==> src/rtl/cam_pkg.sv <==
// Shared constants and enums for the CAM requester slice.
package cam_pkg;
    localparam int NB_MEM = 16;
    localparam int ADDR_W = 5;
    localparam int KEY_W  = 8;

    // The CAM memory resets to zero, so key 0 would always match.
    localparam logic [KEY_W-1:0] RESERVED_KEY = 8'h00;

    typedef enum logic {
        OP_LOOKUP = 1'b0,
        OP_INSERT = 1'b1
    } op_e;

    typedef enum logic [2:0] {
        IDLE,
        SEARCH,
        CHECK,
        WRITE,
        RESP
    } state_e;
endpackage

==> src/rtl/cam_slot_alloc.sv <==
// Monotonic CAM slot allocator: free pointer counts 0..NB_MEM, slots are only
// reclaimed by reset.
module cam_slot_alloc
    import cam_pkg::*;
(
    input  logic              clk,
    input  logic              rst_n,
    input  logic              inc,
    output logic [ADDR_W-1:0] free_ptr,
    output logic              full
);
    logic [ADDR_W-1:0] free_ptr_reg;

    always_ff @(posedge clk or negedge rst_n) begin
        if (!rst_n) begin
            free_ptr_reg <= '0;
        end else if (inc && !full) begin
            free_ptr_reg <= free_ptr_reg + 1'b1;
        end
    end

    assign free_ptr = free_ptr_reg;
    assign full     = (free_ptr_reg == ADDR_W'(NB_MEM));
endmodule

==> src/rtl/cam_client.sv <==
// Requester side of the 16-entry CAM: sequences search/write strobes, allocates
// slots and returns one response per request. Optional CAM_CLIENT_STATS_EN adds hit/miss counters.
module cam_client
    import cam_pkg::*;
(
    input  logic              clk,
    input  logic              rst_n,
    input  logic              req_valid,
    output logic              req_ready,
    input  logic              req_op,
    input  logic [KEY_W-1:0]  req_key,
    output logic              rsp_valid,
    input  logic              rsp_ready,
    output logic              rsp_hit,
    output logic [ADDR_W-1:0] rsp_idx,
    output logic              rsp_err,
    output logic              cam_enable,
    output logic              cam_write,
    output logic [ADDR_W-1:0] cam_addr,
    output logic [KEY_W-1:0]  cam_data,
    input  logic [ADDR_W-1:0] cam_out,
    input  logic              cam_found,
    output logic              full
`ifdef CAM_CLIENT_STATS_EN
    ,
    output logic [15:0]       stat_hits,
    output logic [15:0]       stat_misses
`endif
);
    state_e            state_reg, state_next;
    op_e               op_reg, op_next;
    logic [KEY_W-1:0]  key_reg, key_next;
    logic              rsp_hit_reg, rsp_hit_next;
    logic              rsp_err_reg, rsp_err_next;
    logic [ADDR_W-1:0] rsp_idx_reg, rsp_idx_next;
    logic              cam_enable_reg, cam_enable_next;
    logic              cam_write_reg, cam_write_next;
    logic [ADDR_W-1:0] cam_addr_reg, cam_addr_next;
    logic [KEY_W-1:0]  cam_data_reg, cam_data_next;
    logic [ADDR_W-1:0] free_ptr;
    logic              alloc_inc;

    cam_slot_alloc u_alloc (
        .clk      (clk),
        .rst_n    (rst_n),
        .inc      (alloc_inc),
        .free_ptr (free_ptr),
        .full     (full)
    );

    always_ff @(posedge clk or negedge rst_n) begin
        if (!rst_n) begin
            state_reg      <= IDLE;
            op_reg         <= OP_LOOKUP;
            key_reg        <= '0;
            rsp_hit_reg    <= 1'b0;
            rsp_err_reg    <= 1'b0;
            rsp_idx_reg    <= '0;
            cam_enable_reg <= 1'b0;
            cam_write_reg  <= 1'b0;
            cam_addr_reg   <= '0;
            cam_data_reg   <= '0;
        end else begin
            state_reg      <= state_next;
            op_reg         <= op_next;
            key_reg        <= key_next;
            rsp_hit_reg    <= rsp_hit_next;
            rsp_err_reg    <= rsp_err_next;
            rsp_idx_reg    <= rsp_idx_next;
            cam_enable_reg <= cam_enable_next;
            cam_write_reg  <= cam_write_next;
            cam_addr_reg   <= cam_addr_next;
            cam_data_reg   <= cam_data_next;
        end
    end

    // CAM strobes are registered one state ahead so they are high exactly in SEARCH/WRITE.
    always_comb begin
        state_next      = state_reg;
        op_next         = op_reg;
        key_next        = key_reg;
        rsp_hit_next    = rsp_hit_reg;
        rsp_err_next    = rsp_err_reg;
        rsp_idx_next    = rsp_idx_reg;
        cam_enable_next = 1'b0;
        cam_write_next  = 1'b0;
        cam_addr_next   = '0;
        cam_data_next   = '0;
        alloc_inc       = 1'b0;
        case (state_reg)
            IDLE: begin
                if (req_valid) begin
                    op_next      = op_e'(req_op);
                    key_next     = req_key;
                    rsp_hit_next = 1'b0;
                    rsp_idx_next = '0;
                    rsp_err_next = 1'b0;
                    if (req_key == RESERVED_KEY) begin
                        rsp_err_next = 1'b1;
                        state_next   = RESP;
                    end else begin
                        cam_enable_next = 1'b1;
                        cam_data_next   = req_key;
                        state_next      = SEARCH;
                    end
                end
            end
            SEARCH: state_next = CHECK;
            CHECK: begin
                if (cam_found) begin
                    rsp_hit_next = 1'b1;
                    rsp_idx_next = cam_out;
                    state_next   = RESP;
                end else if (op_reg == OP_LOOKUP) begin
                    state_next = RESP;
                end else if (!full) begin
                    cam_write_next = 1'b1;
                    cam_addr_next  = free_ptr;
                    cam_data_next  = key_reg;
                    state_next     = WRITE;
                end else begin
                    rsp_err_next = 1'b1;
                    state_next   = RESP;
                end
            end
            WRITE: begin
                rsp_idx_next = free_ptr;
                alloc_inc    = 1'b1;
                state_next   = RESP;
            end
            RESP: begin
                if (rsp_ready) begin
                    state_next = IDLE;
                end
            end
            default: state_next = IDLE;
        endcase
    end

    assign req_ready  = (state_reg == IDLE);
    assign rsp_valid  = (state_reg == RESP);
    assign rsp_hit    = rsp_hit_reg;
    assign rsp_err    = rsp_err_reg;
    assign rsp_idx    = rsp_idx_reg;
    assign cam_enable = cam_enable_reg;
    assign cam_write  = cam_write_reg;
    assign cam_addr   = cam_addr_reg;
    assign cam_data   = cam_data_reg;

`ifdef CAM_CLIENT_STATS_EN
    logic [15:0] stat_hits_reg, stat_misses_reg;

    always_ff @(posedge clk or negedge rst_n) begin
        if (!rst_n) begin
            stat_hits_reg   <= '0;
            stat_misses_reg <= '0;
        end else if (state_reg == CHECK) begin
            if (cam_found) begin
                if (stat_hits_reg != 16'hFFFF) stat_hits_reg <= stat_hits_reg + 1'b1;
            end else begin
                if (stat_misses_reg != 16'hFFFF) stat_misses_reg <= stat_misses_reg + 1'b1;
            end
        end
    end

    assign stat_hits   = stat_hits_reg;
    assign stat_misses = stat_misses_reg;
`endif
endmodule

==> config.mk <==
export PLATFORM = sky130hd
export DESIGN_NAME = cam_client
export DESIGN_NICKNAME = d
export VERILOG_FILES = /design/src/rtl/cam_pkg.sv /design/src/rtl/cam_slot_alloc.sv /design/src/rtl/cam_client.sv
export SDC_FILE = /design/constraint.sdc
export NUM_CORES = 1
export LEC_CHECK = 0
export CAP_MARGIN = 20
export CORE_MARGIN = 8
export CORE_UTILIZATION = 50
export DETAILED_ROUTE_END_ITERATION = 10
export GPL_TIMING_DRIVEN = 0
export PLACE_DENSITY_LB_ADDON = 0.15
export SLEW_MARGIN = 20
export SYNTH_ARGS = -nofsm -noshare
export SYNTH_HDL_FRONTEND = slang
export SYNTH_SLANG_ARGS = --single-unit
==> constraint.sdc <==
create_clock -name clk -period 4.2 [get_ports clk]
set_input_delay 0.42 -clock clk [delete_from_list [all_inputs] [get_ports clk]]
set_output_delay 0.42 -clock clk [all_outputs]
set_load 0.005 [all_outputs]
==> Yosys cells after proc, flatten, opt, wreduce, memory -nomap -nowiden <==
Cells that the tools add are included.
{ "totals": {"input_bits": 19, "regBits": 39} }
{ "op_classes": {"n_addsub": 1, "reduce_logical": 11, "mux": 37, "eq_ne": 11} }
{ "ops": {"columns": ["cell", "count"], "rows": [
  ["8-bit two-way mux", 5],
  ["5-bit two-way mux", 6],
  ["3-bit two-way mux", 6],
  ["8-bit case mux with 2 select lines", 1],
  ["1-bit two-way mux", 15],
  ["3-bit case mux with 5 select lines", 1],
  ["5-bit case mux with 3 select lines", 1],
  ["2-bit != test, second input constant", 5],
  ["8-bit logical NOT", 1],
  ["3-bit by 2-bit equality test with 1-bit output, second input constant", 2],
  ["3-bit AND reduction", 2],
  ["5-bit by 1-bit adder with 5-bit output, second input constant", 1],
  ["5-bit equality test, second input constant", 1],
  ["5-bit AND reduction", 1],
  ["1-bit case mux with 2 select lines", 2],
  ["2-bit AND reduction", 2],
  ["3-bit by 1-bit equality test with 1-bit output, second input constant", 1],
  ["3-bit equality test, second input constant", 1],
  ["3-bit logical NOT", 1],
  ["3-bit nonzero test", 1],
  ["2-bit by 1-bit != test with 1-bit output, second input constant", 1],
  ["2-bit nonzero test", 1],
  ["1-bit logical AND", 1],
  ["1-bit logical NOT", 1]
]} }

==> Longest topological paths before layout <==
Gate-level depths: netlist of run 1.
{ "depth": {"ltp_word": 5, "ltp_mapped": 7, "ltp_nobuf": 5} }

==> Modules after synthesis <==
Synthesis of run 1 repeated with hierarchy kept, for this count alone.
{ "unflattened": {"cells_unflattened": 140, "hier_area_um2": 1679.1} }
{ "modules_own_cells": {"columns": ["module", "instances", "area_per_inst_um2", "cells_per_inst"], "rows": [
  ["cam_client", 1, 1421.4, 120],
  ["cam_slot_alloc", 1, 257.7, 20]
]} }

==> Least setup slack after synthesis of run 1 <==
Ideal clock, no wire load.
{ "synth_path": {"path_kind": "register -> register", "from": "reg u_alloc.free_ptr_reg[0], in the netlist u_alloc.free_ptr[0]", "to": "reg u_alloc.free_ptr_reg[1], in the netlist u_alloc.free_ptr[1]", "arrival_time_ns": 1.458, "required_time_ns": 4.075, "path_stages_with_launch": 7, "synth_period_minus_slack_ns": 1.583, "n_path_buf": 1, "slack_ns": 2.617, "cell_sequence": "dfrtp_1 > inv_1 > ha_1 > nor4bb_1 > buf_2 > nor2b_1 > mux2_2"} }
{ "synth_via": {"elab_chain_len": 3, "elab_cells_between_ends": 4} }
{ "synth_rtl": {"columns": ["item", "line_no", "text"], "rows": [
  ["start: declaration", "cam_slot_alloc.sv:12", "logic [ADDR_W-1:0] free_ptr_reg;"],
  ["start signal: assignment", "cam_slot_alloc.sv:18", "free_ptr_reg <= free_ptr_reg + 1'b1;"],
  ["5-bit equality test", "cam_slot_alloc.sv:23", "assign full = (free_ptr_reg == ADDR_W'(NB_MEM));"],
  ["net full", "cam_client.sv:23", "output logic full"],
  ["1-bit logical NOT", "cam_slot_alloc.sv:17", "end else if (inc && !full) begin"],
  ["1-bit logical AND", "cam_slot_alloc.sv:17", null]
]} }
The timed path passes the listed nets, and every way through them passes these cells.
A chain may end at the register's enable or synchronous reset.

==> Worst setup path after layout of run 1 <==
{ "layout_path": {"from": "reg u_alloc.free_ptr_reg[0], in the netlist u_alloc.free_ptr[0]", "to": "out full"} }
{ "layout_via": {"elab_chain_len": 1} }
{ "layout_rtl": {"columns": ["item", "line_no"], "rows": [
  ["5-bit equality test", "cam_slot_alloc.sv:23"],
  ["end: declaration", "cam_client.sv:23"]
]} }
No other way between the ends.

==> key figures, run 1 <==
Timing
  – Slew margin rel.: 0.616
  – Final worst-path cycle share: 0.600
  – Final setup viols: 0
  – Final Hold Viols: 0
  – Final Max Slew Viols: 0
  – Slew @ Worst Pin: 0.573 ns
  – Total negative setup slack: 0 ns
  – Unrepaired setup endpoints after global routing: false
  – Tmin final: 2.52 ns
  – Max Clock Skew: about 0.0044 ns
  – Max Clk Rate: 0.397 GHz

Floorplanning
  – Initial Util: 0.514
  – Die X: 74.3 um
  – Die area: 0.00553 mm2
  – Row Count: 21
  – Core box area: between 0.003 and 0.004 mm2
  – Io pins: 44
  – Die Span Y: ~74 um

Synth
  – Largest family of logic cells by synthesized area: simple AND/OR/NAND/NOR gates
  – Synthesized area per cell: approximately 14 um2
  – Seq/Total Area, Yosys: 0.574
  – Largest area contributor in the netlist: dfrtp_1
  – Post-synth ARST share: 1.00
  – Mapped Cells: 125
  – Yosys Warn Count: 0
  – Top_reg_cell synth: dfrtp_1
  – Synth cell count leaders: dfrtp_1, mux2_2, a22o_1
  – Mux share of post-synthesis cell area: 0.0993
  – Count leader, synth: dfrtp_1
  – Top cells by area, synth: dfrtp_1, mux2_2, a22o_1
  – Post-Synth Simple-Gate Area: 0.129
  – Area share of fa/ha/maj cells after synthesis: 0.0147
  – Post-synth EDFFs: 0
  – Area share of the largest cell type after synthesis: 0.574
  – Syn nets: between 100 and 150
  – Yosys reg bits: 39
  – Post-Syn Area: approximately 0.0017 mm2
  – Synth Area in XOR/XNOR: 0.0206
  – Synth Area in Compound Gates: 0.121
  – Unique cell type count in the Yosys netlist: 37

Finish
  – Multi-input logic area: roughly 650 um2
  – Layout Nets: 197
  – Layout area overhead: 35.1%
  – Antenna cells: 0
  – Register area: 976 um2
  – Share of cells above drive strength 1: 0.226
  – Fin area: 0.00230 mm2
  – Fillers: 259

Drt
  – Post-route ant nets: 0
  – WL final: around 3600 um
  – Starting DRT DRC Count: 59
  – Vias per cell: 5.35
  – Vias: around 1200
  – # DRC: 0
  – Routed wire length per instance: 16.3 um
  – First-pass detailed-route iteration total: 4

Global routing
  – Largest net degree at the start of global routing: 22
  – Initial antenna violation count: 0
  – First-pass GRT wire length: 6220 um
  – Tot GR Track Use: 0.149
  – Vias in the first global route: 1252
  – Total grt overflow: 0

Worst setup path
  – Crit path launch type: flop
  – Worst-path maximum fanout: 8
  – CP endpoint kind: primary output
  – Req. time, crit path: 3.78 ns
  – Arrival @ worst endpoint: ~2.1 ns
  – Critical path class: flop to primary output

Flow run
  – Max-cap viol count: 0

Clock network
  – CTS H-tree depth: 2
  – Post-CTS Repair Setup Buffers: 0
  – Clk Latency, worst-skew pair: between 0.3 and 0.4 ns
  – Clock transition at the registers of the reported paths: 0.11 ns
  – CTS root buf: clkbuf_4
  – Post-CTS Resized: 0
  – Clk sink count: 39
  – Cts bufs inserted: 5
  – CTS tree: yes
  – Hold-fix buffers, CTS: 0
  – Buffer depth of the longest clock path: 2

Placed design
  – GPL Wtd Cong: 0.711
  – Port Buffers: 43
  – Post-DP HPWL: 2750 um
  – Post-DP Area: ~0.0022 mm2

Power
  – Max VDD drop: 0.000329 V
  – Leak: between 1 and 1.5 nW
  – Power Density: 604 mW/mm2

Worst hold path
  – Worst hold-check path type: input pin to async pin

Status
  – Outcome: completed
-- power by group --
part | switching [mW] | leakage [nW] | internal [mW]
clock | 0.121 | 0.0482 | 0.141
combinational | 0.237 | 0.452 | 0.322
sequential | 0.0696 | 0.507 | 0.497
total | 0.427 | 1.01 | 0.961
-- kinds of logic (layout without fill, tap and decap cells) --
family | Yosys count | in the layout
buffers and inverters | 12 | 64
XOR/XNOR | 4 | 4
AND/OR/NAND/NOR | 29 | 29
multiplexers | 15 | 15
AO/OA/AOI/OAI | 24 | 24
flip-flops | 39 | 39
adder cells (fa/ha/maj) | 2 | 2
-- cell type report --
type,count,share of cell area
repair buffers,44,0.197
clock inverters,2,0.0152
clock buffers,6,0.0223
multi-input cells,74,0.285
flip-flops and latches,39,0.425
inverters,4,0.00653
well taps,46,0.0250
plain buffers,8,0.0245
-- final timing paths --
path                                     start             endpoint  slack (ns)  cells after the start
min in group clk                    key_reg[4]          cam_data[4]        0.51                      1
setup / recovery           u_alloc.free_ptr[0]                 full        1.68                      5
hold reg to reg                     key_reg[4]          cam_data[4]        0.51                      1
setup reg to reg           u_alloc.free_ptr[0]  u_alloc.free_ptr[1]        2.46                      6
hold / removal                           rst_n           rsp_idx[4]        0.03                      1
max in group asynchronous                rst_n          cam_data[1]        3.70                      2
-- layer usage --
metal  wire length (um)  up-vias  GRT usage
met5                  0        -          0
met4                 34        0     0.0370
met3                249        6     0.0539
met2               1790       34      0.234
met1               1570      599      0.189
li1                   -      555          -
-- critical path: stages, from the launching register on --
cell	delay [ns]
dfrtp_1	0.43
inv_1	0.13
ha_1	0.21
nor4bb_1	0.19
buf_2	0.26
clkdlybuf4s50_1	0.54
-- stage by stage --
stage	setup WS (ns)	util	cells	hold WS, ns	total power [mW]
final	1.68	0.694	223	0.0340	1.39
after global routing	1.50	0.694	223	0.0551	1.48
after CTS	1.66	0.694	223	0.0341	1.40
after detailed placement	2.08	0.668	215	0.420	1.14
after global placement	1.85	0.661	214	0.471	1.11
after floorplan	2.62	-	125	0.124	0.904
-- cell usage in the layout (no fill, tap or decap), types with 2 or more instances in the layout --
master / count
clkdlybuf4s50_1: 42
buf_6: 2
clkbuf_4: 5
nor2_1: 2
ha_1: 2
buf_4: 2
and3_1: 2
or4_1: 2
nand4_1: 2
a22o_1: 14
mux2_2: 15
inv_1: 4
buf_2: 4
o21ai_0: 2
a21oi_1: 2
nor3b_1: 2
nor3_1: 2
nor2b_1: 2
and3b_1: 2
dfrtp_1: 39
nor4_1: 2
or3b_4: 2
xnor2_1: 3
o21a_1: 2
Power figures use the tool's default switching activity.
==> run 2, diff against run 1 <==
- CORE_UTILIZATION: 50 -> 43
- clock period: 4.2 -> 2.1 ns (I/O delays scaled with it)
==> run 2 against run 1 <==
Via count is 1.5% lower. Utilization shrank 8.5 points. Sequential power increased by 100%. Clock skew is 0.0023 ns higher. Final area rose by 3.8%. Global-route usage fell by 2.3 points. Sequential share of layout area decreased by 1.5 points. Routed wire length is 2.1% higher. Largest power group is now combinational cells. Final cell count increased by 3.6%.
==> key figures, run 2 (synthesis results as in run 1) <==
Floorplanning
  – Row Count: 23
  – Die area: 0.00623 mm2
  – Core box area: around 0.004 mm2
  – Io pins: 44
  – Die Span Y: 78.9 um
  – Initial Util: 0.435
  – Die X: 78.9 um

Global routing
  – Busiest layer in global routing: met2
  – GR Util met3: 0.0463
  – GR Layer Usage met2: 0.197
  – Total grt overflow: 0
  – Largest net degree at the start of global routing: 25
  – Initial antenna violation count: 0
  – First-pass GRT wire length: 6180 um
  – Vias in the first global route: 1238
  – Tot GR Track Use: 0.126
  – GR Util met1: 0.155

Worst hold path
  – Worst hold-check path type: input pin to async pin

Finish
  – Commonest non-fill, non-tap cell in the layout: clkdlybuf4s50_1
  – Antenna cells: 0
  – Share of cells above drive strength 1: 0.265
  – Final Util: 0.610
  – Fillers: 339
  – Fin area: 0.00239 mm2
  – Layout Nets: 201
  – Commonest non-fill, non-tap cells in the layout: clkdlybuf4s50_1, dfrtp_1, mux2_2, a22o_1, buf_4
  – Layout area overhead: 40.2%

Worst setup path
  – FF-to-FF path depth: 7
  – Slowest stage cell, crit path: clkdlybuf4s50_1
  – CP endpoint kind: primary output
  – Arrival @ worst endpoint: about 1.8 ns
  – Worst setup path endpoint: req_ready
  – Crit path launch type: flop
  – Critical-path cell list: buf_2 -> nor3_1 -> clkdlybuf4s50_1
  – Crit path from: state_reg[0]
  – Worst path max stage delay: 0.58 ns
  – Worst-path maximum fanout: 10
  – Reg2reg end: u_alloc.free_ptr[1]
  – Req. time, crit path: 1.89 ns
  – R2r setup slk: between 0.3 and 0.4 ns
  – Crit Reg-Reg Startpoint: u_alloc.free_ptr[0]
  – Critical path class: flop to primary output

Placed design
  – Post-DP Area: 0.00222 mm2
  – Port Buffers: 43
  – GPL Wtd Cong: between 0.7 and 0.8
  – Post-DP HPWL: approximately 2700 um

Power
  – Net Sw Frac: 0.300
  – Switch Pwr: 871 uW
  – Combinational Power Share: 0.398
  – Clk network pwr share: 0.210
  – Leak: 1.05 nW
  – Power Density: 1220 mW/mm2
  – Internal power: slightly above 2 mW
  – Reg power frac: 0.392
  – Max VDD drop: 0.000741 V

Timing
  – Tmin final: between 1.5 and 2 ns
  – Max Clk Rate: a little over 0.5 GHz
  – Slew margin rel.: 0.631
  – Slew @ Worst Pin: 0.551 ns
  – Final setup viols: 0
  – Final Max Slew Viols: 0
  – Final Hold Viols: 0
  – Max Clock Skew: 0.00670 ns
  – Unrepaired setup endpoints after global routing: false
  – Final worst-path cycle share: 0.932

Drt
  – Vias: roughly 1200
  – Routed wire length per instance: 16.1 um
  – Vias per cell: 5.09
  – # DRC: 0
  – Starting DRT DRC Count: 57
  – WL final: 3720 um
  – Post-route ant nets: 0
  – First-pass detailed-route iteration total: 4

Clock network
  – CTS root buf: clkbuf_8
  – CTS tree: yes
  – Cts bufs inserted: 5
  – Clk sink count: 39
  – Clock transition at the registers of the reported paths: 0.08 ns
  – CTS H-tree depth: 2
  – Clk Latency, worst-skew pair: 0.29 ns
  – Buffer depth of the longest clock path: 2

Flow run
  – Max-cap viol count: 0

Status
  – Outcome: completed
==> run 2: changes by cell type in the layout (fill, tap and decap cells not counted), sizes merged <==
cell,delta
clkdlybuf4s50,-1
clkinv,+1
buf,+3
clkbuf,-1
dlymetal6s2s,+1
dlygate4sd3,+1
==> run 2: stage by stage <==
step	power (mW)	instances	TNS (ns)	setup WS (ns)	hold WS [ns]
6_report	2.90	231	0	0.144	0.379
5_1_grt	3.10	231	0	0.0250	0.405
4_1_cts	2.90	229	0	0.00175	0.382
3_5_place_dp	2.27	219	0	0.154	0.161
3_3_place_gp	2.23	218	-2.17	-0.0573	0.469
2_1_floorplan	1.81	125	0	0.517	-0.0856
==> run 2: critical path, delay by kind of cell, from the launching register on <==
| family | cells | cell delay (ns) |
|---|---|---|
| buffers and inverters | 2 | 0.75 |
| DFF | 1 | 0.36 |
| and+or+nand+nor | 1 | 0.34 |
==> run 2: worst min-delay path by stage <==
| stage | endpoint | slack (ns) | depth (start not counted) |
|---|---|---|---|
| after detailed placement | rsp_idx[2] | 0.16 | 1 |
| after global placement | cam_data[0] | 0.47 | 1 |
| after CTS | rsp_idx[2] | 0.38 | 2 |
| after global routing | cam_addr[0] | 0.41 | 2 |
| final | rsp_idx[2] | 0.38 | 2 |
| after floorplan | cam_addr[0] | -0.09 | 0 |
==> run 2: power by group through the flow <==
stage / sequential [mW] / combinational [mW] / clock, mW
4_1_cts: 1.14 / 1.13 / 0.632
3_5_place_dp: 1.15 / 1.12 / 0
6_report: 1.14 / 1.15 / 0.609
2_1_floorplan: 1.13 / 0.678 / 0
3_3_place_gp: 1.14 / 1.09 / 0
5_1_grt: 1.17 / 1.26 / 0.667
==> run 2: repair_timing <==
action,CTS,global route
hold buffers,1,0
setup endpoints to repair,1,1
gates resized for setup,3,5
setup buffers,1,2
hold endpoints to repair,15,0
==> run 2: final cells by class <==
cell class | instances | area, um2 | area share
plain buffers | 8 | 58.8 | 0.0246
clock buffers | 5 | 68.8 | 0.0288
clock inverters | 3 | 43.8 | 0.0184
inverters | 4 | 15.0 | 0.00629
multi-input cells | 74 | 672 | 0.282
flip-flops and latches | 39 | 977 | 0.410
well taps | 50 | 62.6 | 0.0262
repair buffers | 48 | 488 | 0.205
==> run 2: layer usage <==
metal | routed length [um] | share of wire
met3 | 237 | 0.064
met5 | 0 | 0
met4 | 42 | 0.011
met2 | 1810 | 0.49
met1 | 1630 | 0.44
